## config.mk

```make
export PLATFORM = sky130hd
export DESIGN_NAME = alu_flag_ctrl_flat
export DESIGN_NICKNAME = d
export VERILOG_FILES = /design/src/rtl/scu_pkg.sv /design/src/rtl/alu_flag_ctrl_if.sv /design/src/rtl/alu_flag_ctrl_alu_sel_decode.sv /design/src/rtl/alu_flag_ctrl.sv /design/src/flat_wrapper.sv
export SDC_FILE = /design/constraint.sdc
export NUM_CORES = 1
export LEC_CHECK = 0
export ABC_AREA = 1
export BUFFER_PORTS_ARGS = -buffer_cell sky130_fd_sc_hd__buf_2
export CORE_AREA = 2 2 39 41
export CTS_BUF_LIST = sky130_fd_sc_hd__clkbuf_2
export CTS_CLUSTER_SIZE = 12
export DETAILED_ROUTE_END_ITERATION = 6
export DIE_AREA = 0 0 41 43
export PLACE_DENSITY = 0.75
export SLEW_MARGIN = 20
export SYNTH_ARGS = -nofsm -noshare
export SYNTH_HDL_FRONTEND = slang
export SYNTH_SLANG_ARGS = --single-unit
```

## constraint.sdc

```tcl
create_clock -name clk -period 1.5 [get_ports clk]
set_input_delay 0.375 -clock clk [delete_from_list [all_inputs] [get_ports clk]]
set_output_delay 0.375 -clock clk [all_outputs]
set_load 0.05 [all_outputs]
```

## src/rtl/scu_pkg.sv

```systemverilog
// Shared SCU ISA definitions: opcodes, ALU select codes and opcode predicates.
package scu_pkg;

  typedef logic [3:0] opcode_t;
  typedef logic [3:0] alu_sel_t;

  localparam opcode_t OP_NOP  = 4'b0000;
  localparam opcode_t OP_ST   = 4'b0011;
  localparam opcode_t OP_ADD  = 4'b0100;
  localparam opcode_t OP_INC  = 4'b0101;
  localparam opcode_t OP_NEG  = 4'b0110;
  localparam opcode_t OP_SUB  = 4'b0111;
  localparam opcode_t OP_J    = 4'b1000;
  localparam opcode_t OP_BRZ  = 4'b1001;
  localparam opcode_t OP_JM   = 4'b1010;
  localparam opcode_t OP_BRN  = 4'b1011;
  localparam opcode_t OP_LD   = 4'b1110;
  localparam opcode_t OP_SVPC = 4'b1111;

  localparam alu_sel_t SEL_NONE = 4'b0000;
  localparam alu_sel_t SEL_ADD  = 4'b0001;
  localparam alu_sel_t SEL_NEG  = 4'b0010;
  localparam alu_sel_t SEL_SUB  = 4'b0011;
  localparam alu_sel_t SEL_PASS = 4'b0100;

  // Opcodes whose ALU N/Z result becomes architectural flag state.
  function automatic logic is_flag_op(input opcode_t op);
    logic r;
    case (op)
      OP_ADD, OP_INC, OP_NEG, OP_SUB: r = 1'b1;
      default:                        r = 1'b0;
    endcase
    return r;
  endfunction

  // Control-transfer opcodes resolved in EX.
  function automatic logic is_branch(input opcode_t op);
    logic r;
    case (op)
      OP_J, OP_JM, OP_BRZ, OP_BRN: r = 1'b1;
      default:                     r = 1'b0;
    endcase
    return r;
  endfunction

endpackage

```

## src/rtl/alu_flag_ctrl_if.sv

```systemverilog
// ID/EX/ALU signal bundle between the pipeline and the EX control block.
interface alu_flag_ctrl_if;
  logic       id_valid;
  logic [3:0] id_opcode;
  logic       ex_valid;
  logic [3:0] ex_opcode;
  logic [3:0] alu_sel;
  logic       alu_n;
  logic       alu_z;
  logic       flag_n;
  logic       flag_z;
  logic       branch_taken;
  logic       flush;

  // Pipeline / ALU side: supplies instructions and ALU flags.
  modport master (
    output id_valid, id_opcode, alu_n, alu_z,
    input  ex_valid, ex_opcode, alu_sel, flag_n, flag_z, branch_taken, flush
  );

  // EX control block side.
  modport slave (
    input  id_valid, id_opcode, alu_n, alu_z,
    output ex_valid, ex_opcode, alu_sel, flag_n, flag_z, branch_taken, flush
  );
endinterface

```

## src/rtl/alu_flag_ctrl_alu_sel_decode.sv

```systemverilog
// Pure-combinational opcode -> ALU select map; an invalid slot selects nothing.
module alu_sel_decode
  import scu_pkg::*;
(
  input  logic     valid,
  input  opcode_t  opcode,
  output alu_sel_t sel
);

  // Map the EX opcode to the ALU operation, forcing SEL_NONE for bubbles.
  always_comb begin
    sel = SEL_NONE;
    if (valid) begin
      case (opcode)
        OP_ADD, OP_INC, OP_LD, OP_ST, OP_SVPC: sel = SEL_ADD;
        OP_NEG:                                sel = SEL_NEG;
        OP_SUB:                                sel = SEL_SUB;
        OP_J, OP_JM, OP_BRZ, OP_BRN:           sel = SEL_PASS;
        default:                               sel = SEL_NONE;
      endcase
    end else begin
      sel = SEL_NONE;
    end
  end

endmodule

```

## src/rtl/alu_flag_ctrl.sv

```systemverilog
// EX-stage control: EX register, ALU select, N/Z flag register,
// branch resolution and the post-branch squash counter.
module alu_flag_ctrl
  import scu_pkg::*;
#(
  parameter int FLUSH_DEPTH = 2
) (
  input logic            clk,
  input logic            rst,
  alu_flag_ctrl_if.slave bus
);

  localparam logic [1:0] SQ_RELOAD = 2'(FLUSH_DEPTH - 1);

  logic       ex_valid_q, ex_valid_d;
  opcode_t    ex_opcode_q, ex_opcode_d;
  logic       flag_n_q, flag_n_d;
  logic       flag_z_q, flag_z_d;
  logic [1:0] sq_cnt_q, sq_cnt_d;
  logic       branch_taken_s;
  alu_sel_t   alu_sel_s;

  alu_sel_decode u_sel_decode (
    .valid  (ex_valid_q),
    .opcode (ex_opcode_q),
    .sel    (alu_sel_s)
  );

  // Resolve the EX branch against the registered flags (no live-ALU bypass).
  always_comb begin
    branch_taken_s = 1'b0;
    if (ex_valid_q && is_branch(ex_opcode_q)) begin
      case (ex_opcode_q)
        OP_J, OP_JM: branch_taken_s = 1'b1;
        OP_BRZ:      branch_taken_s = flag_z_q;
        OP_BRN:      branch_taken_s = flag_n_q;
        default:     branch_taken_s = 1'b0;
      endcase
    end else begin
      branch_taken_s = 1'b0;
    end
  end

  // Advance the EX slot, or insert bubbles while a taken branch drains.
  always_comb begin
    ex_valid_d  = ex_valid_q;
    ex_opcode_d = ex_opcode_q;
    sq_cnt_d    = sq_cnt_q;
    if (branch_taken_s) begin
      ex_valid_d = 1'b0;
      sq_cnt_d   = SQ_RELOAD;
    end else if (sq_cnt_q != 2'd0) begin
      ex_valid_d = 1'b0;
      sq_cnt_d   = sq_cnt_q - 2'd1;
    end else begin
      ex_valid_d  = bus.id_valid;
      ex_opcode_d = bus.id_opcode;
    end
  end

  // Capture ALU N/Z only for live arithmetic ops; everything else holds.
  always_comb begin
    flag_n_d = flag_n_q;
    flag_z_d = flag_z_q;
    if (ex_valid_q && is_flag_op(ex_opcode_q)) begin
      flag_n_d = bus.alu_n;
      flag_z_d = bus.alu_z;
    end else begin
      flag_n_d = flag_n_q;
      flag_z_d = flag_z_q;
    end
  end

  // State registers; reset clears everything at once, including a flush in progress.
  always_ff @(posedge clk or posedge rst) begin
    if (rst) begin
      ex_valid_q  <= 1'b0;
      ex_opcode_q <= OP_NOP;
      flag_n_q    <= 1'b0;
      flag_z_q    <= 1'b0;
      sq_cnt_q    <= 2'd0;
    end else begin
      ex_valid_q  <= ex_valid_d;
      ex_opcode_q <= ex_opcode_d;
      flag_n_q    <= flag_n_d;
      flag_z_q    <= flag_z_d;
      sq_cnt_q    <= sq_cnt_d;
    end
  end

  assign bus.ex_valid     = ex_valid_q;
  assign bus.ex_opcode    = ex_opcode_q;
  assign bus.alu_sel      = alu_sel_s;
  assign bus.flag_n       = flag_n_q;
  assign bus.flag_z       = flag_z_q;
  assign bus.branch_taken = branch_taken_s;
  assign bus.flush        = branch_taken_s | (sq_cnt_q != 2'd0);

endmodule

```

## src/flat_wrapper.sv

```systemverilog
// flat-port wrapper written by rule: the top's interface ports become plain ports
module alu_flag_ctrl_flat import scu_pkg::*;
#(
  parameter int FLUSH_DEPTH = 2
)
  (clk, rst, bus_id_valid, bus_id_opcode, bus_alu_n, bus_alu_z, bus_ex_valid, bus_ex_opcode, bus_alu_sel, bus_flag_n, bus_flag_z, bus_branch_taken, bus_flush);
  alu_flag_ctrl_if bus_i ();
  input logic clk;
  input logic rst;
  input wire logic [$bits(bus_i.id_valid)-1:0] bus_id_valid;
  input wire logic [$bits(bus_i.id_opcode)-1:0] bus_id_opcode;
  input wire logic [$bits(bus_i.alu_n)-1:0] bus_alu_n;
  input wire logic [$bits(bus_i.alu_z)-1:0] bus_alu_z;
  output wire logic [$bits(bus_i.ex_valid)-1:0] bus_ex_valid;
  output wire logic [$bits(bus_i.ex_opcode)-1:0] bus_ex_opcode;
  output wire logic [$bits(bus_i.alu_sel)-1:0] bus_alu_sel;
  output wire logic [$bits(bus_i.flag_n)-1:0] bus_flag_n;
  output wire logic [$bits(bus_i.flag_z)-1:0] bus_flag_z;
  output wire logic [$bits(bus_i.branch_taken)-1:0] bus_branch_taken;
  output wire logic [$bits(bus_i.flush)-1:0] bus_flush;
  assign bus_i.id_valid = bus_id_valid;
  assign bus_i.id_opcode = bus_id_opcode;
  assign bus_i.alu_n = bus_alu_n;
  assign bus_i.alu_z = bus_alu_z;
  assign bus_ex_valid = bus_i.ex_valid;
  assign bus_ex_opcode = bus_i.ex_opcode;
  assign bus_alu_sel = bus_i.alu_sel;
  assign bus_flag_n = bus_i.flag_n;
  assign bus_flag_z = bus_i.flag_z;
  assign bus_branch_taken = bus_i.branch_taken;
  assign bus_flush = bus_i.flush;
  alu_flag_ctrl #(.FLUSH_DEPTH(FLUSH_DEPTH)) u_core (.clk(clk), .rst(rst), .bus(bus_i));
endmodule
```

# After elaboration in Yosys (flattened, before gate mapping)
# Memory sizes are Yosys's and may differ from the RTL's.
# Index checks and enable logic that the tools add are counted.
# op_classes
n_addsub	1
eq_ne	8
mux	9
bitwise	3
n_reduce_logical	8
# ops
op	n
4-bit by 3-bit equality test with 1-bit output, second input constant	4
4-bit equality test, second input constant	4
4-bit OR reduction	2
1-bit two-way mux	5
2-bit two-way mux	2
4-bit two-way mux	1
2-bit nonzero test	2
1-bit case mux with 3 select lines	1
1-bit logical AND	2
1-bit NOT	2
2-bit AND reduction	1
2-bit OR reduction	1
2-bit by 1-bit subtractor with 2-bit output, second input constant	1
1-bit bitwise OR	1
# totals
reg_bits	9
rom_bits	48
in_bits	9
wordCells	35
mem_count	1
# memory_table
memory	words	width	rd	rd_ports_with_merged_regs	wr	line_no	source
(no name shown)	16	3	1	0	0	alu_flag_ctrl_alu_sel_decode.sv:14	case (opcode)

# Logic depth before layout (Yosys ltp)
# Gate-level depths: netlist of run 1.
# depth
ltp_word	7
ltp_mapped	7
mapped_depth_nobuf	7

# Hierarchy
# A second synthesis of run 1 with hierarchy kept.
# hier_totals
hier_cells	65
hier_area_um2	518.0
# by_module_without_submodules
mod	n_inst	cells_per_inst	area_per_inst_um2
alu_flag_ctrl	1	51	449.2
alu_sel_decode	1	14	68.8

# Worst setup path before layout of run 1
# No wires, ideal clock.
# synth_path
path_kind	register to output
start	register u_core.ex_opcode_q[3] (netlist: u_core.bus.ex_opcode[3])
end	output bus_branch_taken
t_arrival_ns	1.699
required_ns	1.125
setup_slack_ns	-0.574
stages_incl_launch_ff	5
path_buffers	0
path_cell_list	dfrtp_1 nand2_1 nor2_4 nand2_2 inv_1
# synth_between
elab_chain_cells	5
word_cells_on_any_way	10
# synth_rtl
element	line_no	source
from (decl)	alu_flag_ctrl.sv:16	opcode_t ex_opcode_q, ex_opcode_d;
from (signal assigned)	alu_flag_ctrl.sv:84	ex_opcode_q <= ex_opcode_d;
4-bit equality test	scu_pkg.sv:39, alu_flag_ctrl.sv:33	
4-bit OR reduction	scu_pkg.sv:39	case (op)
1-bit two-way mux	scu_pkg.sv:39	
1-bit logical AND	alu_flag_ctrl.sv:32	if (ex_valid_q && is_branch(ex_opcode_q)) begin
1-bit two-way mux (*)	alu_flag_ctrl.sv:32	
to (decl)	flat_wrapper.sv:19	output wire logic [$bits(bus_i.branch_taken)-1:0] bus_branch_taken;
# Mark *: on every way between the ends. The rest lies on a longest branch, timed or not.

# Worst setup path in the final report of run 1
# layout_path
start	register u_core.ex_opcode_q[3] (netlist: u_core.bus.ex_opcode[3])
end	output bus_alu_sel[0]
# layout_between
elab_chain_cells	2
# layout_rtl
element	line_no	source
memory read 16 x 3 bit	n/a	
4-bit two-way mux	alu_flag_ctrl_alu_sel_decode.sv:13	if (valid) begin
to (decl)	flat_wrapper.sv:16	output wire logic [$bits(bus_i.alu_sel)-1:0] bus_alu_sel;
# No other way between the ends.

==> results of run 1 <==
## power by group through the flow
stage | Sequential [uW] | Combinational [uW] | Clock (uW)
3_5_place_dp | 490 | 1100 | 0
3_3_place_gp | 484 | 1090 | 0
6_report | 502 | 1250 | 151
5_1_grt | 519 | 1340 | 174
4_1_cts | 489 | 1210 | 156
2_1_floorplan | 785 | 542 | 0
## flip-flops by register name (all words and copies together), names as in the netlist
signal                count
u_core.bus.ex_opcode      4
u_core.bus.ex_valid       1
u_core.bus.flag_n         1
u_core.bus.flag_z         1
u_core.sq_cnt_q           2
## metal layers
metal | up-vias | GRT usage, %
li1 | 242 | -
met1 | 213 | 13.5
met2 | 18 | 21.6
met3 | 0 | 1.57
met4 | 0 | 8.00
met5 | - | 0
## path summary, 6_finish.rpt
kind | from | to | slack [ps] | cells after the start
min in group clk | bus_id_valid | u_core.bus.ex_valid | 350 | 3
hold / removal | rst | u_core.sq_cnt_q[0] | 80 | 2
setup / recovery | u_core.bus.ex_opcode[3] | bus_alu_sel[0] | -150 | 3
setup reg to reg | u_core.bus.ex_opcode[2] | u_core.bus.ex_opcode[2] | 240 | 8
max in group asynchronous | rst | u_core.bus.ex_valid | 1150 | 2
hold reg to reg | u_core.sq_cnt_q[0] | u_core.sq_cnt_q[0] | 530 | 2
## layout by cell type (no fill, tap or decap), drive strengths merged
| cell type | n |
|---|---|
| inv | 6 |
| ha | 1 |
| xor2 | 1 |
| dfrtp | 9 |
| clkinvlp | 1 |
| conb | 1 |
| o211ai | 1 |
| nor3 | 1 |
| nor2 | 7 |
| clkbuf | 4 |
| buf | 30 |
| a21oi | 1 |
| nand2 | 20 |
| nand3 | 7 |
## layout make-up
cell class                 count  area share [%]
clock buffer                   4            2.62
inverter                       7            3.93
multi-input combinational     40            31.3
sequential                     9            30.1
tap                           16            2.62
timing repair buffer          30            29.5
## timing repair
action                                  in CTS  in global routing
resized for setup                           13                 10
pin swaps                                    2                  1
setup buffers                                2                  3
endpoints found under the setup margin       5                  5
## cells by family after synthesis
logic type | count (synthesis) | synth area share [%]
xor+xnor | 1 | 1.87
other cells | 1 | 0.799
fa+ha+maj | 1 | 2.67
simple gates | 35 | 33.9
flops | 9 | 48.0
compound gates | 2 | 2.67
buf+inv | 9 | 10.1
## worst max-delay path: stages (launching register included)
cell     delay, ps
dfrtp_2        460
nor3_1         340
nor2_4          70
buf_8          150
## per-stage QoR
stage / instance area [sq um] / setup WS [ps] / instances
4_1_cts: 714 / -142 / 103
5_1_grt: 764 / -210 / 106
2_1_floorplan: 500 / -248 / 58
6_report: 764 / -146 / 106
3_5_place_dp: 637 / -10.5 / 97
3_3_place_gp: 637 / -0.269 / 97
==> results_dict.tcl, run 1 <==
set metrics [dict create \
    start_kind "register" \
    top_layer "met3" \
    multi_input_area_sq_um 239 \
    grt_pass1_wl_microns 1470 \
    grt_pass1_vias 375 \
    dr.pass1.iters 4 \
    switching_share_pct 54.1 \
    p_seq_share_pct 26.4 \
    nNetsFinal 101 \
    ant_nets 0 \
    synth_cells 58 \
    leakage_uw 0.000405 \
    boundaryPins 22 \
    synth_nets 68 \
    wl_met3_microns 81 \
    drt-total-wl_microns 1100 \
    wl_met2_microns 562 \
    p_per_area_nw_per_um2 2490 \
    overflow 0 \
    synth_ff_type "dfrtp_1" \
    critPathMaxFanout 5 \
    ys_seq_elements 9 \
    clk_path_buf_depth 2 \
    core_sq_um 1380 \
    clock-sinks 9 \
    p_sw_uw 1030 \
    diodes 0 \
    wl_per_cell_microns 10.3 \
    utilization_pct 55.2 \
    violations "setup timing" \
    maxSlewViolCount 0 \
    drc 0 \
    syn2layout_area_growth_pct 62.9 \
    p_clk_share_pct 7.9 \
    synth_common_cells "nand2_1 (18), dfrtp_1 (9), nand3_1 (7), inv_1 (6), nor2_1 (6)" \
    synth_top_area_share_pct 48.0 \
    antenna_found_initial 0 \
    rsz0062_at_grt "true" \
    synthesis.area_sq_um 469 \
    synth_area_per_cell_sq_um 8.09 \
    finalCritPeriodShare_pct 110 \
    clk_pin_slew_ps 90 \
    status "finished with violations" \
    register_area_sq_um 230 \
    track_usage_pct 12.6 \
    maxCapViolations 0 \
    wl_met1_microns 451 \
    post-dp-hpwl_microns 808 \
    start_util_pct 33.9 \
    yosysUniqueCellTypes 17 \
    synth_enable_flop_cells 0 \
    viasPerCell 4.46 \
    async_flop_share_pct 100 \
    place_congestion 0.730 \
    finalPower_uw 1900 \
    min_path_type "in -> async" \
    setup_viol 5 \
    cts_buffers 3 \
    cts_root_buffer "clkbuf_2" \
    intPower_uw 874 \
    cp.required_ps 1120 \
    finalHoldViolCount 0 \
    yosys-top-cells-area "dfrtp_1 (48%), nand2_1 (14%), nand3_1 (7.5%), inv_1 (4.8%), nor2_1 (4.8%)" \
    yosysWarningCount 0 \
    die_w_microns 41 \
    die_area_sq_um 1760 \
    grt_max_degree 10 \
    n_fill_cell 139 \
    synth.most_common_cell "nand2_1" \
    fin_tns_setup_ps -523 \
    dieHeight_microns 43 \
    cts_tree "done" \
    cp.arrival_ps 1270 \
    ir_worst_vdd_mv 0.841 \
    worst_slack_ps -146 \
    rows 14 \
    p_comb_share_pct 65.7 \
    vias 473 \
    cts_max_level 1 \
    whs_ps 75.9 \
    drive_above_1_share_pct 58.9 \
    crit_type "reg -> out" \
    yosysTopAreaCell "dfrtp_1" \
    drtIter0Drc 8 \
    clk_latency_ps 240 \
    min_period_ps 1650 \
    endpoint_kind "output port" \
    final.setup_skew_ps 6.31 \
    portBuffers 20 \
    yosysSeqAreaShare_pct 48.0 \
    ctsHoldBuffers 0 \
    max_freq_ghz 0.607 \
]
(Power assumes the default switching activity.)
==> inputs of run 2 (changes only) <==
--- a/config.mk
+++ b/config.mk
@@ -7,12 +7,15 @@
 export LEC_CHECK = 0
 export ABC_AREA = 1
 export BUFFER_PORTS_ARGS = -buffer_cell sky130_fd_sc_hd__buf_2
-export CORE_AREA = 2 2 39 41
+export CELL_PAD_IN_SITES_DETAIL_PLACEMENT = 1
+export CELL_PAD_IN_SITES_GLOBAL_PLACEMENT = 1
+export CORE_MARGIN = 2
+export CORE_UTILIZATION = 34
 export CTS_BUF_LIST = sky130_fd_sc_hd__clkbuf_2
 export CTS_CLUSTER_SIZE = 12
 export DETAILED_ROUTE_END_ITERATION = 6
-export DIE_AREA = 0 0 41 43
-export PLACE_DENSITY = 0.75
+export PLACE_DENSITY = 0.95
+export REMOVE_ABC_BUFFERS = 1
 export SLEW_MARGIN = 20
 export SYNTH_ARGS = -nofsm -noshare
 export SYNTH_HDL_FRONTEND = slang
==> constraint.sdc (replaced) <==
create_clock -name clk -period 1.5 [get_ports clk]
set_input_delay 0.375 -clock clk [delete_from_list [all_inputs] [get_ports clk]]
set_output_delay 0.375 -clock clk [all_outputs]
set_load 0.02 [all_outputs]
==> run 2 against run 1 <==
The run still ends with setup timing left. Total power is 11% lower. Sequential cell count stayed put. Core utilization is 1.8 points higher. Count of clock-buffer cells in the layout stayed put. Routed wire length is 39% higher. Die area is 4.0% lower. Critical path type unchanged.
==> results_dict.tcl, run 2 (synthesized netlist as in run 1, its figures left out) <==
set metrics [dict create \
    status "finished with violations" \
    violations "setup timing" \
    finalHoldViolCount 0 \
    cts_root_buffer "clkbuf_2" \
    post-dp-hpwl_microns 1040 \
    drive_above_1_share_pct 53.8 \
    track_usage_pct 21.1 \
    syn2layout_area_growth_pct 58.1 \
    p_seq_share_pct 29.4 \
    clk_path_buf_depth 2 \
    critical_path.max_stage_delay_ps 400 \
    start_kind "register" \
    leakage_uw 0.000424 \
    ant_nets 0 \
    rsz0062_at_grt "true" \
    grt_pass1_vias 495 \
    die_area_sq_um 1690 \
    post-place-ws_ps 63.5 \
    cpLargestDelayFamily "flip-flops" \
    drc 0 \
    min_path_type "in -> async" \
    cp.required_ps 1120 \
    maxSlewViolCount 0 \
    cts_max_level 1 \
    min_period_ps 1600 \
    p_per_area_nw_per_um2 2280 \
    drt-total-wl_microns 1520 \
    viasPerCell 4.80 \
    intPower_uw 880 \
    p_sw_uw 811 \
    critPathMaxFanout 3 \
    grt_pass1_wl_microns 2220 \
    final.setup_skew_ps 5.95 \
    place_congestion 0.709 \
    core_sq_um 1300 \
    largest_register_ffs 4 \
    path_buf_inv 2 \
    antenna_found_initial 0 \
    crit_type "reg -> out" \
    maxCapViolations 0 \
    path_cells "inv_2, nor2_4, o211ai_1, nor2_1, buf_4" \
    max_freq_ghz 0.623 \
    cts_tree "done" \
    overflow 0 \
    fin_tns_setup_ps -364 \
    placedCellCount 94 \
    worst_slack_ps -104 \
    dr.pass1.iters 4 \
    whs_ps 63.3 \
    die_w_microns 41.2 \
    p_comb_share_pct 60.8 \
    start_util_pct 36.1 \
    p_clk_share_pct 9.8 \
    drtIter0Drc 6 \
    endpoint_kind "output port" \
    clk_latency_ps 260 \
    final_cell_mix "nand2_1 (16), buf_2 (15), buf_4 (14), dfrtp_1 (7), nand3_1 (6)" \
    diodes 0 \
    final_cells 108 \
    portBuffers 20 \
    cp.arrival_ps 1230 \
    setup_viol 5 \
    vias 518 \
    ctsHoldBuffers 0 \
    wl_per_cell_microns 14.1 \
    dieHeight_microns 41.2 \
    grt_max_degree 10 \
    boundaryPins 22 \
    rows 13 \
    cts_buffers 3 \
    final_common_cell "nand2_1" \
    ir_worst_vdd_mv 0.991 \
    cpMaxStageDelayCell "dfrtp_1" \
    finalCritPeriodShare_pct 107 \
    clock-sinks 9 \
    clk_pin_slew_ps 100 \
    utilization_pct 57.0 \
    switching_share_pct 48.0 \
    nNetsFinal 104 \
]
==> run 2: cell count changes in the layout (fill, tap and decap cells not counted), sizes merged <==
cell / delta
clkinvlp: -1
inv: +1
buf: +3
==> run 2: final timing paths <==
check | startpoint | to | slack [ps] | depth (start not counted)
setup / recovery | u_core.bus.ex_opcode[2] | bus_alu_sel[0] | -100 | 5
hold / removal | rst | u_core.sq_cnt_q[0] | 60 | 2
max in group asynchronous | rst | u_core.bus.ex_opcode[3] | 1150 | 2
setup reg to reg | u_core.sq_cnt_q[0] | u_core.sq_cnt_q[1] | 230 | 6
hold reg to reg | u_core.bus.flag_z | u_core.bus.flag_z | 520 | 2
min in group clk | bus_id_opcode[2] | u_core.bus.ex_opcode[2] | 350 | 3
==> run 2: metrics by stage <==
stage	total power (uW)	instance area [sq um]
6_report	1690	742
5_1_grt	1800	742
4_1_cts	1620	709
3_5_place_dp	1270	589
3_3_place_gp	1210	589
2_1_floorplan	969	448
==> run 2: layout make-up <==
cell class / count / area [sq um]
inverter: 7 / 26.3
sequential: 9 / 228
clock buffer: 4 / 20.0
fill: 167 / 559
timing repair buffer: 33 / 225
tap: 15 / 18.8
multi-input combinational: 40 / 224
==> run 2: power by group through the flow <==
stage / clock network (uW) / logic (uW) / registers, uW
global route: 175 / 1110 / 516
CTS: 168 / 967 / 484
global placement: 0 / 754 / 460
detailed placement: 0 / 796 / 472
floorplan: 0 / 400 / 569
finish: 166 / 1030 / 496
==> run 2: what timing repair did <==
action | CTS | global route
pin swaps | 4 | 2
buffers inserted | 7 | 3
endpoints found under the setup margin | 5 | 5
resized for setup | 18 | 3
==> run 2: routing by layer <==
layer | global-route usage [%] | up-vias | share of wire (%) | wire length (microns)
met1 | 23.4 | 255 | 38 | 585
met5 | 0 | - | 0 | 0
met4 | 7.26 | 0 | 0.79 | 12
met2 | 38.7 | 14 | 56 | 853
met3 | 4.89 | 2 | 4.5 | 68
li1 | - | 247 | - | -
==> inputs of run 3 (changes only) <==
--- a/config.mk
+++ b/config.mk
@@ -5,17 +5,15 @@
 export SDC_FILE = /design/constraint.sdc
 export NUM_CORES = 1
 export LEC_CHECK = 0
-export ABC_AREA = 1
 export BUFFER_PORTS_ARGS = -buffer_cell sky130_fd_sc_hd__buf_2
 export CELL_PAD_IN_SITES_DETAIL_PLACEMENT = 1
 export CELL_PAD_IN_SITES_GLOBAL_PLACEMENT = 1
 export CORE_MARGIN = 2
-export CORE_UTILIZATION = 34
+export CORE_UTILIZATION = 37
 export CTS_BUF_LIST = sky130_fd_sc_hd__clkbuf_2
 export CTS_CLUSTER_SIZE = 12
 export DETAILED_ROUTE_END_ITERATION = 6
 export PLACE_DENSITY = 0.95
-export REMOVE_ABC_BUFFERS = 1
 export SLEW_MARGIN = 20
 export SYNTH_ARGS = -nofsm -noshare
 export SYNTH_HDL_FRONTEND = slang
==> run 3 against run 2 <==
The flow still finishes with violations (setup timing). Worst setup slack got worse by 180 ps. Global-route usage down 0.29 points. Synthesized area grew 6.7%. Clock power is 3% lower. Critical path type unchanged. Critical endpoint is now bus_flush.
==> results_dict.tcl, run 3 <==
set metrics [dict create \
    crit_type "reg -> out" \
    grt_max_degree 10 \
    clk_pin_slew_ps 100 \
    cts_root_buffer "clkbuf_2" \
    finalCritPeriodShare_pct 119 \
    wl_per_cell_microns 16.7 \
    cts_max_level 1 \
    rsz0062_at_grt "true" \
    synth_ff_type "dfrtp_1" \
    drive_above_1_share_pct 61.8 \
    setup_viol 5 \
    min_period_ps 1790 \
    overflow 0 \
    status "finished with violations" \
    clock-sinks 9 \
    drt-total-wl_microns 1740 \
    ctsHoldBuffers 0 \
    dieHeight_microns 40.8 \
    portBuffers 20 \
    final.setup_skew_ps 4.75 \
    antenna_found_initial 0 \
    dr.pass1.iters 3 \
    p_per_area_nw_per_um2 2230 \
    diodes 0 \
    vias 508 \
    yosysWarningCount 0 \
    critPathMaxFanout 3 \
    cp.arrival_ps 1410 \
    async_flop_share_pct 100 \
    track_usage_pct 20.8 \
    max_freq_ghz 0.559 \
    cts_tree "done" \
    grt_pass1_wl_microns 2150 \
    ir_worst_vdd_mv 1.20 \
    yosysUniqueCellTypes 26 \
    synth_common_cells "dfrtp_1 (9), inv_1 (7), nand2_1 (5)" \
    place_congestion 0.727 \
    boundaryPins 22 \
    cp.required_ps 1120 \
    ant_nets 0 \
    final_common_cell "buf_4" \
    yosys-top-cells-area "dfrtp_1 (45%), inv_1 (5.3%), mux2_2 (4.5%), mux2i_1 (4.0%), nand2_1 (3.8%)" \
    placed_area_sq_um 663 \
    yosysSeqAreaShare_pct 45.0 \
    rows 13 \
    post-place-ws_ps 7.46 \
    synth_area_per_cell_sq_um 9.81 \
    cts_buffers 3 \
    min_path_type "in -> async" \
    die_area_sq_um 1660 \
    post-dp-hpwl_microns 1090 \
    drc 0 \
    start_kind "register" \
    worst_slack_ps -289 \
    largest_register_ffs 4 \
    die_w_microns 40.8 \
    synth.most_common_cell "dfrtp_1" \
    finalHoldViolCount 0 \
    grt_pass1_vias 468 \
    final_area_sq_um 791 \
    clk_latency_ps 250 \
    synth_top_area_share_pct 45.0 \
    final_cell_mix "buf_4 (17), buf_2 (15), inv_1 (7), dfrtp_1 (7)" \
    synth_nets 61 \
    synthesis.area_sq_um 500 \
    start_util_pct 38.9 \
    synth_cells 51 \
    clk_path_buf_depth 2 \
    synth_enable_flop_cells 0 \
    nNetsFinal 100 \
    syn2layout_area_growth_pct 58.0 \
    maxCapViolations 0 \
    leakage_uw 0.000427 \
    violations "setup timing" \
    endpoint_kind "output port" \
    viasPerCell 4.88 \
    drtIter0Drc 5 \
    yosysTopAreaCell "dfrtp_1" \
    maxSlewViolCount 0 \
    core_sq_um 1280 \
    ys_seq_elements 9 \
]
-- run 3: cell types whose count changed after synthesis, moves of 2 or more --
cell	before	now
mux2_2	0	2
mux2i_1	0	2
nand2_1	18	5
nand3_1	7	1
nand3b_1	0	2
nor2_1	6	2
o21ai_0	0	2
-- run 3: report_power, final --
part,switching [uW],internal (uW)
logic,579,525
registers,128,369
clock network,90.1,70.8
-- run 3: timing repair --
| item | in CTS | in global routing |
|---|---|---|
| endpoints found under the setup margin | 5 | 8 |
| pin swaps | 3 | 1 |
| gates cloned | 0 | 0 |
| buffers inserted | 5 | 4 |
| resized for setup | 10 | 4 |
| hold endpoints to repair | 0 | 0 |
-- run 3: path summary, 6_finish.rpt --
| check | from | endpoint | slack (ps) | cells past startpoint |
|---|---|---|---|---|
| worst min register to register | u_core.sq_cnt_q[0] | u_core.sq_cnt_q[0] | 530 | 2 |
| worst max register to register | u_core.bus.ex_opcode[1] | u_core.bus.ex_valid | -10 | 6 |
| min in group clk | bus_id_opcode[3] | u_core.bus.ex_opcode[3] | 340 | 3 |
| worst max-delay path | u_core.bus.ex_opcode[1] | bus_flush | -290 | 4 |
| worst min-delay path | rst | u_core.bus.flag_z | 60 | 2 |
| max in group asynchronous | rst | u_core.bus.ex_opcode[1] | 1170 | 2 |
-- run 3: layout make-up --
cell class	count	area (sq um)
Tap cell	15	18.8
Inverter	9	33.8
Clock buffer	4	20.0
Multi-Input combinational cell	31	243
Sequential cell	9	228
Fill cell	158	494
Timing Repair Buffer	36	248
-- run 3: logic make-up (layout without fill, tap and decap cells) --
family | after synthesis | after routing | share of synthesized area [%]
AO/OA/AOI/OAI | 9 | 9 | 14.3
multiplexers | 5 | 5 | 11.5
AND/OR/NAND/NOR | 14 | 14 | 15.0
buffers and inverters | 11 | 49 | 9.25
flip-flops | 9 | 9 | 45.0
other | 1 | 1 | 0.749
adder cells (fa/ha/maj) | 1 | 1 | 2.50
XOR/XNOR | 1 | 1 | 1.75
-- run 3: worst max-delay path, stage by stage (launching register included) --
cell	delay [ps]
dfrtp_2	440
mux2_4	340
o21ai_4	180
nand2_2	70
buf_6	130
-- run 3: per-stage QoR --
stage                     setup TNS, ps  total power (uW)  cells  utilization (%)  hold WS, ps
after floorplan                       0              1070     51                -          203
after global placement                0              1360     91             51.6          345
after detailed placement              0              1440     91             51.6          354
after CTS                          -790              1670    100             58.0         73.6
after global routing              -1220              1900    104             61.5         60.9
final                              -817              1760    104             61.5         61.0
-- run 3: layer usage --
metal  global-route usage [%]  wire length (microns)  vias to the layer above
li1                         -                      -                      243
met1                     25.3                    690                      249
met2                     35.2                    992                       14
met3                     3.26                     39                        2
met4                     10.0                     13                        0
met5                        0                      0                        -
